`config.mk`:
```
export PLATFORM = sky130hd
export DESIGN_NAME = spi_master
export DESIGN_NICKNAME = d
export VERILOG_FILES = /design/src/rtl/spi_pkg.sv /design/src/rtl/spi_clk_div.sv /design/src/rtl/spi_master.sv
export SDC_FILE = /design/constraint.sdc
export NUM_CORES = 1
export LEC_CHECK = 0
export CAP_MARGIN = 20
export CORE_UTILIZATION = 35
export CTS_BUF_LIST = sky130_fd_sc_hd__clkbuf_8
export DETAILED_ROUTE_END_ITERATION = 7
export HOLD_SLACK_MARGIN = 0.08
export PLACE_DENSITY = 0.54
export SYNTH_ARGS = -nofsm -noshare
export SYNTH_HDL_FRONTEND = slang
export SYNTH_SLANG_ARGS = --single-unit
```
`constraint.sdc`:
```
create_clock -name clk -period 1.8 [get_ports clk]
set_input_delay 0.18 -clock clk [delete_from_list [all_inputs] [get_ports clk]]
set_output_delay 0.18 -clock clk [all_outputs]
set_load 0.01 [all_outputs]
```
`src/rtl/spi_pkg.sv`:
```
// spi_pkg: shared definitions for the SPI master slice.
//   - spi_state_t : master FSM state encoding
//   - RW_READ / RW_WRITE : values of the R/W flag in the frame
//   - ADDR_W_DEF / DATA_W_DEF / FRAME_W_DEF : default frame geometry
package spi_pkg;

    localparam int ADDR_W_DEF  = 7;
    localparam int DATA_W_DEF  = 8;
    localparam int FRAME_W_DEF = ADDR_W_DEF + 1 + DATA_W_DEF;

    localparam logic RW_READ  = 1'b1;
    localparam logic RW_WRITE = 1'b0;

    typedef enum logic [2:0] {
        IDLE,
        SETUP,
        SHIFT,
        HOLD,
        DONE
    } spi_state_t;

endpackage

```
`src/rtl/spi_clk_div.sv`:
```
// spi_clk_div: half-period divider for the SPI master.
// Counts CLK_DIV enabled clk cycles and flags the last one with half_tick,
// so the consumer acts on the edge that closes each half-period.
//   clk       in  system clock
//   reset     in  synchronous reset, active-high
//   clear     in  force the count back to 0
//   en        in  count enable
//   half_tick out high on the final cycle of each half-period
module spi_clk_div #(
    parameter int CLK_DIV = 5
) (
    input  logic clk,
    input  logic reset,
    input  logic clear,
    input  logic en,
    output logic half_tick
);

    localparam int CW = (CLK_DIV > 1) ? $clog2(CLK_DIV) : 1;
    localparam logic [CW-1:0] LAST = CW'(CLK_DIV - 1);

    logic [CW-1:0] cnt;

    assign half_tick = en && (cnt == LAST);

    always_ff @(posedge clk) begin
        if (reset || clear) begin
            cnt <= '0;
        end else if (en) begin
            cnt <= half_tick ? '0 : cnt + 1'b1;
        end
    end

endmodule

```
`src/rtl/spi_master.sv`:
```
// spi_master: SPI host driving a 16-bit {addr, rw, data} frame, MSB first.
// sclk idles low; the first half-period of SHIFT is low so that the 16
// rising edges (memory sample points) each sit mid-bit, and the 16th
// falling edge closes SHIFT. Total start-to-done latency is 34*CLK_DIV.
// Optional build macro: SPI_MISO_SYNC_EN adds a 2-flop miso synchronizer
// (needs CLK_DIV >= 3); otherwise miso is captured directly.
//   clk, reset           system clock, synchronous active-high reset
//   start, rw, addr, wdata  transaction request, latched in IDLE
//   busy, done, rdata    status and read data (all registered)
//   sclk_pin, cs_pin, mosi_pin, miso_pin  SPI pins
module spi_master
    import spi_pkg::*;
#(
    parameter int CLK_DIV = 5,
    parameter int ADDR_W  = ADDR_W_DEF,
    parameter int DATA_W  = DATA_W_DEF
) (
    input  logic              clk,
    input  logic              reset,
    input  logic              start,
    input  logic              rw,
    input  logic [ADDR_W-1:0] addr,
    input  logic [DATA_W-1:0] wdata,
    output logic              busy,
    output logic              done,
    output logic [DATA_W-1:0] rdata,
    output logic              sclk_pin,
    output logic              cs_pin,
    output logic              mosi_pin,
    input  logic              miso_pin
);

    localparam int FRAME_W = ADDR_W + 1 + DATA_W;
    localparam int CNT_W   = $clog2(FRAME_W + 1);
    localparam logic [CNT_W-1:0] LAST_BIT = CNT_W'(FRAME_W - 1);
    localparam logic [CNT_W-1:0] FIRST_RD = CNT_W'(ADDR_W + 1);

    spi_state_t         state, state_n;
    logic [FRAME_W-1:0] sreg, sreg_n;
    logic [DATA_W-1:0]  rd_sreg, rd_n, rdata_n;
    logic [CNT_W-1:0]   bit_cnt, bit_n;
    logic               rw_q, rw_n;
    logic               sclk_n, cs_n, mosi_n, done_n, busy_n;
    logic               half_tick, div_en, miso_s;

    assign div_en = (state == SETUP) || (state == SHIFT) || (state == HOLD);

    spi_clk_div #(.CLK_DIV(CLK_DIV)) u_div (
        .clk       (clk),
        .reset     (reset),
        .clear     (!div_en),
        .en        (div_en),
        .half_tick (half_tick)
    );

`ifdef SPI_MISO_SYNC_EN
    logic [1:0] miso_sync;
    always_ff @(posedge clk) begin
        if (reset) miso_sync <= '0;
        else       miso_sync <= {miso_sync[0], miso_pin};
    end
    assign miso_s = miso_sync[1];
`else
    assign miso_s = miso_pin;
`endif

    always_comb begin
        state_n = state;
        sreg_n  = sreg;
        rd_n    = rd_sreg;
        rdata_n = rdata;
        bit_n   = bit_cnt;
        rw_n    = rw_q;
        sclk_n  = sclk_pin;
        cs_n    = cs_pin;
        mosi_n  = mosi_pin;
        done_n  = 1'b0;
        case (state)
            IDLE: begin
                if (start) begin
                    sreg_n  = {addr, rw, wdata};
                    rw_n    = rw;
                    cs_n    = 1'b0;
                    mosi_n  = addr[ADDR_W-1];
                    sclk_n  = 1'b0;
                    bit_n   = '0;
                    state_n = SETUP;
                end
            end
            SETUP: begin
                if (half_tick) state_n = SHIFT;
            end
            SHIFT: begin
                if (half_tick) begin
                    sclk_n = !sclk_pin;
                    if (sclk_pin) begin
                        // Falling edge: bit_cnt still names the bit whose
                        // high phase is ending, which is the capture point.
                        bit_n = bit_cnt + 1'b1;
                        if (rw_q == RW_READ && bit_cnt >= FIRST_RD)
                            rd_n = {rd_sreg[DATA_W-2:0], miso_s};
                        if (bit_cnt == LAST_BIT) begin
                            mosi_n  = 1'b0;
                            state_n = HOLD;
                        end else begin
                            mosi_n = sreg[FRAME_W-2];
                            sreg_n = sreg << 1;
                        end
                    end
                end
            end
            HOLD: begin
                if (half_tick) begin
                    cs_n    = 1'b1;
                    done_n  = 1'b1;
                    state_n = DONE;
                    if (rw_q == RW_READ) rdata_n = rd_sreg;
                end
            end
            DONE: begin
                state_n = IDLE;
            end
            default: state_n = IDLE;
        endcase
        busy_n = (state_n != IDLE);
    end

    always_ff @(posedge clk) begin
        if (reset) begin
            state    <= IDLE;
            sreg     <= '0;
            rd_sreg  <= '0;
            rdata    <= '0;
            bit_cnt  <= '0;
            rw_q     <= 1'b0;
            sclk_pin <= 1'b0;
            cs_pin   <= 1'b1;
            mosi_pin <= 1'b0;
            done     <= 1'b0;
            busy     <= 1'b0;
        end else begin
            state    <= state_n;
            sreg     <= sreg_n;
            rd_sreg  <= rd_n;
            rdata    <= rdata_n;
            bit_cnt  <= bit_n;
            rw_q     <= rw_n;
            sclk_pin <= sclk_n;
            cs_pin   <= cs_n;
            mosi_pin <= mosi_n;
            done     <= done_n;
            busy     <= busy_n;
        end
    end

endmodule

```
==> results.yml <==
finish:
  drive_gt1_frac: 0.1902
  multi_input_area_sq_um: 1145
  design_area_sq_um: 2895
  syn2layout_area_growth_pct: 31.03
  diodes: 0
  nFillCells: 589
  ff_latch_area_sq_um: 963.4
  post-route-util: 0.4833
  final_nets: 329
yosys:
  synth_commonest_cells: "49 x nor2_1, 48 x dfxtp_1, 19 x nand2_1"
  synth_area_sq_um: 2210
  synth_area_leaders: "dfxtp_1 43%, nor2_1 8.3%, mux2i_1 7.2%"
  ys_seq_area_frac: 0.4349
  synth-main-ff-cell: "dfxtp_1"
  yosysTopAreaCell: "dfxtp_1"
  synth.most_common_cell: "nor2_1"
  syn_nets: 281
  synth_top_family_by_area: "simple AND/OR/NAND/NOR gates"
  synth_mux_area_frac: 0.07758
  synth-seq-cells: 48
  synth-warning-count: 0
  yosys.area_share.simple: 0.2089
  yosys.cell_types.count: 34
  synth-compound-area-share: 0.1789
  synth_xor_area_frac: 0.01982
  yosys.area_share.adder: 0.02831
  synthArstFlopShare: 0
  synth.avg_cell_area_sq_um: 8.631
  synth-edff-count: 0
  yosysTopAreaCellShare: 0.4349
  synthCells: 256
pwr:
  power.leakage_nw: 1.095
  max-vdd-ir-drop_mv: 0.3960
  p_per_area_nw_per_um2: 744.0
hold_path:
  hold_path.class: "register to register"
status:
  status: "completed"
worst_setup_path:
  cp_cell_sequence: "or3b_1, nor4_4, buf_12, mux2i_1, nor2_1"
  crit_path_start_kind: "register"
  critPathMaxStageDelay_ps: 510
  crit_slowest_cell: "or3b_1"
  crit_path_max_fanout: 8
  reg2reg_slack_ps: 100
  endpoint_kind: "register"
  critical_path_required_ps: 1990
  cp.arrival_ps: 1890
  critPathKind: "register to register"
global_route:
  antenna_found_initial: 0
  grt_max_degree: 26
  grt_pass1_vias: 1729
  grt_pass1_wl_um: 8293
  grt_overflow_total: 0
  track_usage: 0.1636
drt:
  routed_wl_um: 5004
  drc: 0
  first_pass_iters: 6
  vias_per_cell: 5.055
  antenna_left: 0
  vias: 1921
  wl_per_cell_um: 13.17
  drt_iter0_drc: 93
timing:
  slew_headroom: 0.7520
  final.min_clock_period_ps: 1697
  worst_pin_slew_ps: 368.1
  slew_viol_final: 0
  period_share: 0.9430
  clock.fmax_mhz: 589.1
  fin_skew_ps: 4.916
  hold_viol: 0
  rsz0062_at_grt: "no"
  final.setup.tns_ps: 0
  setup_viol: 0
  hold_ws_ps: 459.0
cts:
  h-tree-depth: 2
  cts_tree: "built"
  cts_setup_buffers: 0
  ctsRootBufferMaster: "clkbuf_8"
  cts_buffer_depth: 2
  cts_buffers: 5
  clock_sinks: 48
  clock_latency_ps: 310
  clk_transition_reported_paths_ps: 100
floorplan:
  core_sq_um: 5991
  fp.dieH_um: 81.46
  die_area_sq_um: 6635
  num_rows: 28
  io-pin-count: 33
  fp.dieW_um: 81.46
  initial_utilization: 0.3688
place:
  port_buffers: 32
  dp_hpwl_um: 3416
  gp_congestion: 0.7292
  place_area_sq_um: 2770
job:
  max_cap_violations: 0
[stage by stage]
stage	instances	power [mW]	setup WS, ps
after detailed placement	372	1.361	36.67
after global placement	372	1.360	61.54
after floorplan	256	1.259	-24.21
after CTS	380	2.165	73.70
final	380	2.154	102.6
after global routing	380	2.240	2.142
[critical path: cells and delay by family, from the launching register on]
family | cells | cell delay [ps]
mux | 1 | 180
buf+inv | 1 | 170
flops | 1 | 360
simple gates | 3 | 870
[where the power goes]
group,switching (mW),internal (mW)
Sequential,0.0254,1.10
Clock,0.397,0.419
Combinational,0.0940,0.120
[path summary, 6_finish.rpt]
kind                startpoint            to  cells after the start
hold / removal    u_div.cnt[0]  u_div.cnt[0]                      1
hold reg to reg   u_div.cnt[0]  u_div.cnt[0]                      1
setup / recovery      state[2]    rd_sreg[3]                      5
setup reg to reg      state[2]    rd_sreg[3]                      5
[cell usage in the layout, fill, tap and decap left out, types with 2 or more instances in the layout]
cell type,Yosys,final
a211oi_1,17,16
a21oi_1,6,6
a31o_2,14,14
and3_1,2,2
buf_12,0,2
buf_4,1,24
clkbuf_8,0,5
clkdlybuf4s50_1,0,32
dfxtp_1,48,46
dfxtp_2,0,2
ha_1,5,5
inv_1,7,7
mux2i_1,16,16
nand2_1,19,19
nand3_1,7,7
nor2_1,49,49
nor3_1,9,9
nor3b_2,1,2
o21ai_0,18,18
or3_1,2,2
xnor2_1,2,2
xor2_1,3,3
[sequential cells by signal, indices dropped and copies added (netlist names)]
register / count
bit_cnt: 5
state: 3
rd_sreg: 8
sreg: 15
u_div.cnt: 3
rdata: 8
mosi_pin: 1
sclk_pin: 1
rw_q: 1
busy: 1
done: 1
cs_pin: 1
[layout make-up]
cell class	instances	share of cell area
clock buffer	5	0.02377
clock inverter	3	0.01599
inverter	7	0.009075
multi-input combinational	183	0.3954
sequential	48	0.3328
tap	75	0.03241
timing repair buffer	59	0.1906
[routing by layer]
metal | part of all wire | up-vias | track usage
met2 | 0.44 | 33 | 0.2467
met5 | 0 | - | 0
met4 | 0.012 | 0 | 0.05357
met3 | 0.036 | 5 | 0.03000
met1 | 0.52 | 895 | 0.2335
li1 | - | 988 | -
[timing repair]
| item | in CTS | in global routing |
|---|---|---|
| hold buffers | 0 | 0 |
| endpoints found under the setup margin | 0 | 4 |
| hold endpoints to repair | 0 | 0 |
| resized for setup | 0 | 3 |
[kinds of logic (layout without fill, tap and decap cells)]
logic type,count (synthesis),after routing
XOR/XNOR,5,5
adder cells (fa/ha/maj),5,5
flip-flops,48,48
AND/OR/NAND/NOR,98,98
multiplexers,17,17
AO/OA/AOI/OAI,58,58
buffers and inverters,25,74
Power figures use the tool's default switching activity.
==> variant 1, RTL diff (same flow settings) <==
Build with the macro `SPI_MISO_SYNC_EN` defined.
--- a/src/rtl/spi_master.sv
+++ b/src/rtl/spi_master.sv
@@ -8,6 +8,8 @@
 //   start, rw, addr, wdata  transaction request, latched in IDLE
 //   busy, done, rdata    status and read data (all registered)
 //   sclk_pin, cs_pin, mosi_pin, miso_pin  SPI pins
+`define SPI_MISO_SYNC_EN
+
 module spi_master
     import spi_pkg::*;
 #(
Check against the original RTL: no difference found for any inputs over 10 cycles, from zero or initial values and one cycle with reset high; that may be too few to reach the edited logic, so the function may still have changed.
==> variant 1 against the original RTL <==
Die area up 2.3%; routed wire length shrank 1.4%; area after synthesis up 2.4%; final area rose by 2.0%; sequential power rose by 4%; non-clock buffer count decreased by 4; power increased by 1.6%; via count shrank 1.0%; global-route usage fell by 0.45 points; setup slack gained 0.044 ns; first-iteration DRC count up 6.5%; fmax increased by 2.7%; hold slack got worse by 0.027 ns; sequential cell count up 2; largest cell class unchanged.
==> variant 1: results (changes against the original RTL) <==
- Post-synth EDFFs: 0 (unchanged)
- Worst hold path class: in2reg (was reg2reg)
- Postcts setup bufs: 0 (unchanged)
- Asr flop ratio synth: 0% (unchanged)
- Worst-case vdd ir drop: 0.0004195 V (was 0.0003960 V)
- Fin Clk Skew: 0.01098 ns (was 0.004916 ns)
- Pin count of the biggest net entering global routing: 26 (unchanged)
- DRT Pass-1 Iters: 4 (was 6)
- Longest Clk Path Bufs: 2 (unchanged)
- Synthesized Nets: 285 (was 281)
- All-Layer GR Usage: 15.91% (was 16.36%)
- DRT iter0 DRCs: 99 (was 93)
- Slew HR: 75.71% (was 75.20%)
- Count of cell types in the netlist: 34 (unchanged)
- Status: finished clean (unchanged)
- N_diodes: 0 (unchanged)
- GRT met3 Usage: 2.967% (was 3.000%)
- Final #Nets: 329 (unchanged)
- Routed wire length: 4934 um (was 5004 um)
- Global-route wire length before repair: 8169 um (was 8293 um)
- Synth warn: 0 (unchanged)
- Regs by FF count: sreg (15), rd_sreg (8), rdata (8) (unchanged)
- Met2 Use GR: 25.04% (was 24.67%)
- Leakage: 0.001109 uW (was 0.001095 uW)
- CTS clock-pin slew for the worst setup and hold paths: 0.09 ns
- Share of layout cells above drive strength 1: 18.03% (was 19.02%)
- Drt via density: 5.003 (was 5.055)
- Routability Congestion: 0.7486 (was 0.7292)
- Critical Path AT: 1.84 ns (was 1.89 ns)
- Synth top cells by count: dfxtp_1, nor2_1, nand2_1 (was nor2_1, dfxtp_1, nand2_1)
- CTS buffer count: 5 (unchanged)
- Count of port buffers added during placement: 32 (unchanged)
- CP max FO: 9 (was 8)
- Post-DP HPWL: 3301 um (was 3416 um)
- Max H-tree Level: 2 (unchanged)
- Vias in the first global route: 1711 (was 1729)
- Seq/Total Area, Yosys: 44.25% (was 43.49%)
- Sink Count: 50 (was 48)
- Met1 usage: 21.97% (was 23.35%)
- Worst-Skew Late Latency: 0.30 ns
- Largest cells by area after synthesis: dfxtp_1, nor2_1, mux2i_1, a211oi_1, a31o_2 (unchanged)
- Placed Area: 0.002818 mm^2 (was 0.002770 mm^2)
-- variant 1: final timing paths --
path              cells after the start          from  slack, ns           end
hold reg to reg                       1  miso_sync[0]       0.46  miso_sync[1]
setup / recovery                      5      state[1]       0.15    rd_sreg[7]
setup reg to reg                      5      state[1]       0.15    rd_sreg[7]
hold / removal                        2      miso_pin       0.43  miso_sync[0]
-- variant 1: per-layer routing --
metal | up-vias | share of wire (%)
met5 | - | 0
met4 | 0 | 0.55
met3 | 2 | 3.3
met2 | 31 | 44
met1 | 875 | 52
li1 | 993 | -
-- variant 1: repair_timing --
item | CTS | global route
endpoints found under the setup margin | 0 | 25
resized for setup | 0 | 5
endpoints found under the hold margin | 0 | 0
-- variant 1: worst max-delay path: stages, from the launching register on --
cell and delay [ns]:
dfxtp_2 0.41, or3b_4 0.43, nor4_4 0.28, buf_12 0.17, mux2i_1 0.18, nor2_1 0.05
-- variant 1: stage by stage --
step | total power, uW | std cells | worst slack [ns] | hold WS [ns]
floorplan | 1308 | 260 | -0.02421 | 0.3082
global placement | 1410 | 372 | 0.01884 | 0.4240
detailed placement | 1410 | 372 | 0.01607 | 0.4439
CTS | 2216 | 380 | 0.03122 | 0.4256
global route | 2285 | 380 | 0.01001 | 0.4461
finish | 2189 | 380 | 0.1469 | 0.4323
-- variant 1: cell families after synthesis --
family / count (synthesis) / synth area share (%)
simple gates: 100 / 20.96
compound gates: 58 / 17.48
flops: 50 / 44.25
buf+inv: 25 / 5.033
mux: 17 / 7.577
xor+xnor: 5 / 1.936
fa+ha+maj: 5 / 2.765
-- variant 1: layout make-up --
type / instances / area [um^2]
fillers: 587 / 3108
inverters: 7 / 26.28
well taps: 75 / 93.84
repair buffers: 55 / 543.0
multi-input cells: 185 / 1174
flip-flops and latches: 50 / 1003
clock inverters: 3 / 43.79
clock buffers: 5 / 68.82
-- variant 1: power breakdown --
| part | switching, uW | internal [uW] |
|---|---|---|
| combinational | 94.8 | 121 |
| sequential | 25.2 | 1140 |
| clock | 386 | 417 |
| total | 506 | 1680 |
==> variant 2, RTL diff (same settings) <==
Made on the original files. Register the output `rdata` once more, cleared by the reset; this adds one clock of latency there. The other outputs are not delayed to match. Comments in the files are not updated.
--- a/src/rtl/spi_master.sv
+++ b/src/rtl/spi_master.sv
@@ -35,6 +35,8 @@
     localparam logic [CNT_W-1:0] LAST_BIT = CNT_W'(FRAME_W - 1);
     localparam logic [CNT_W-1:0] FIRST_RD = CNT_W'(ADDR_W + 1);
 
+    logic [DATA_W-1:0] rdata_s0;
+
     spi_state_t         state, state_n;
     logic [FRAME_W-1:0] sreg, sreg_n;
     logic [DATA_W-1:0]  rd_sreg, rd_n, rdata_n;
@@ -68,7 +70,7 @@
         state_n = state;
         sreg_n  = sreg;
         rd_n    = rd_sreg;
-        rdata_n = rdata;
+        rdata_n = rdata_s0;
         bit_n   = bit_cnt;
         rw_n    = rw_q;
         sclk_n  = sclk_pin;
@@ -130,7 +132,7 @@
             state    <= IDLE;
             sreg     <= '0;
             rd_sreg  <= '0;
-            rdata    <= '0;
+            rdata_s0 <= '0;
             bit_cnt  <= '0;
             rw_q     <= 1'b0;
             sclk_pin <= 1'b0;
@@ -142,7 +144,7 @@
             state    <= state_n;
             sreg     <= sreg_n;
             rd_sreg  <= rd_n;
-            rdata    <= rdata_n;
+            rdata_s0 <= rdata_n;
             bit_cnt  <= bit_n;
             rw_q     <= rw_n;
             sclk_pin <= sclk_n;
@@ -153,5 +155,13 @@
         end
     end
 
+    always_ff @(posedge clk) begin
+        if (reset) begin
+            rdata <= '0;
+        end else begin
+            rdata <= rdata_s0;
+        end
+    end
+
 endmodule
 
Behaviour: no difference found for any inputs over 10 cycles, from zero or initial values and one cycle with reset high; that may be too few to reach the edited logic, so the function may still have changed.
==> variant 2 against the original RTL <==
The run now ends with setup timing left; clock skew barely moved; setup slack worse by 0.13 ns; power grew 6.2%; sequential cell count increased by 8; final area increased by 13%; area after synthesis is 8.0% higher; die area rose by 7.8%; routed wire length grew 1.4%.
==> variant 2: results (changes against the original RTL) <==
- Final setup fails: 7 (was 0)
- Share of layout cells above drive strength 1: 23.87% (was 19.02%)
- # fillers: 611 (was 589)
- Leakage: 0.001168 uW (was 0.001095 uW)
- Reg2reg end: sreg[2] (was rd_sreg[3])
- Routability Congestion: 0.8265 (was 0.7292)
- Count of cell types in the netlist: 40 (was 34)
- Slew HR: 66.36% (was 75.20%)
- Largest cells by area after synthesis: dfxtp_1, mux2i_1, nor2_1, nor3_1, a2111oi_2 (was dfxtp_1, nor2_1, mux2i_1, a211oi_1, a31o_2)
- CP max FO: 7 (was 8)
- Worst hold path endpoint: sreg[0] (was u_div.cnt[0])
- Hold path cells: 2 (was 1)
- Synth top cells by count: dfxtp_1, nor2_1, nor3_1 (was nor2_1, dfxtp_1, nand2_1)
- Setup ws final: -0.02692 ns (was 0.1026 ns)
- Drt via density: 4.876 (was 5.055)
- Hold path start: reset (was u_div.cnt[0])
- Synthesized Nets: 276 (was 281)
- Critical Path AT: 2.04 ns (was 1.89 ns)
- Worst-case vdd ir drop: 0.0003669 V (was 0.0003960 V)
- Global-route wire length before repair: 8997 um (was 8293 um)
- Post-DP HPWL: 3480 um (was 3416 um)
- Status: finished, violations left (was finished clean)
- Seq/Total Area, Yosys: 46.96% (was 43.49%)
- Failing checks: setup timing
- R2R depth: 8 (was 5)
- Fin Clk Skew: 0.004957 ns (was 0.004916 ns)
- Final setup TNS: -0.09792 ns (was 0 ns)
## variant 2: changes by cell type after synthesis, sizes merged, moves of 5 or more
cell,change
nor2b,+11
a2111oi,+14
o21ai,-13
nor3,+12
dfxtp,+8
nand2,-11
nor2,-9
a31o,-14
a211oi,-14
clkbuf,-5
inv,+13
## variant 2: timing repair
action	4_1_cts	5_1_grt
endpoints found under the hold margin	0	0
resized for setup	8	13
buffers inserted	1	1
endpoints found under the setup margin	14	18
gates cloned	1	0
pin swaps	2	5
## variant 2: stage by stage
stage / hold slack, ns / utilization (%) / cells
after floorplan: 0.3160 / - / 251
after global placement: 0.4325 / 47.15 / 376
after detailed placement: 0.4449 / 47.15 / 376
after CTS: 0.3138 / 49.52 / 386
after global routing: 0.3314 / 50.50 / 387
final: 0.3148 / 50.50 / 387
## variant 2: final cells by class
class	instances	area [um^2]	area share, %
inverters	20	75.07	2.301
clock buffers	5	68.82	2.110
repair buffers	66	623.1	19.10
multi-input cells	160	1250	38.32
well taps	77	96.34	2.954
flip-flops and latches	56	1124	34.45
clock inverters	3	25.02	0.7672
## variant 2: how the worst max path moves through the flow
stage | to | slack (ns) | cells past startpoint
after floorplan | sreg[8] | -0.01 | 8
after global placement | sreg[10] | -0.13 | 8
after detailed placement | sreg[11] | -0.20 | 8
after CTS | sreg[8] | -0.04 | 9
after global routing | sreg[2] | -0.14 | 8
final | sreg[2] | -0.03 | 8
## variant 2: worst max-delay path, delay by kind of cell (launching register included)
family                     cells  cell delay (ns)
and+or+nand+nor                4             0.61
buffers and inverters          1             0.16
DFF                            1             0.35
AOI/OAI and AO/OA              1             0.31
adders and majority gates      2             0.30
## variant 2: kinds of logic (layout without fill, tap and decap cells)
kind of cell,after synthesis,in the layout,synth area share (%)
multiplexers,17,17,7.128
buffers and inverters,36,94,7.127
adder cells (fa/ha/maj),5,5,2.621
flip-flops,56,56,46.96
XOR/XNOR,3,3,1.101
AND/OR/NAND/NOR,101,102,22.22
AO/OA/AOI/OAI,33,33,12.84
## variant 2: where the power goes
part	leakage, uW	total, uW	internal (uW)	switching [uW]
clock	0.0000452	713	285	428
sequential	0.000457	1300	1280	24.1
combinational	0.000666	275	143	132
total	0.00117	2290	1700	584
## variant 2: routing by layer
metal	part of all wire, %	wire length [um]	global-route usage [%]	up-vias
li1	-	-	-	978
met1	50	2541	19.51	879
met2	46	2345	26.98	26
met3	2.9	148	2.852	4
met4	0.77	39	4.160	0
met5	0	0	0	-
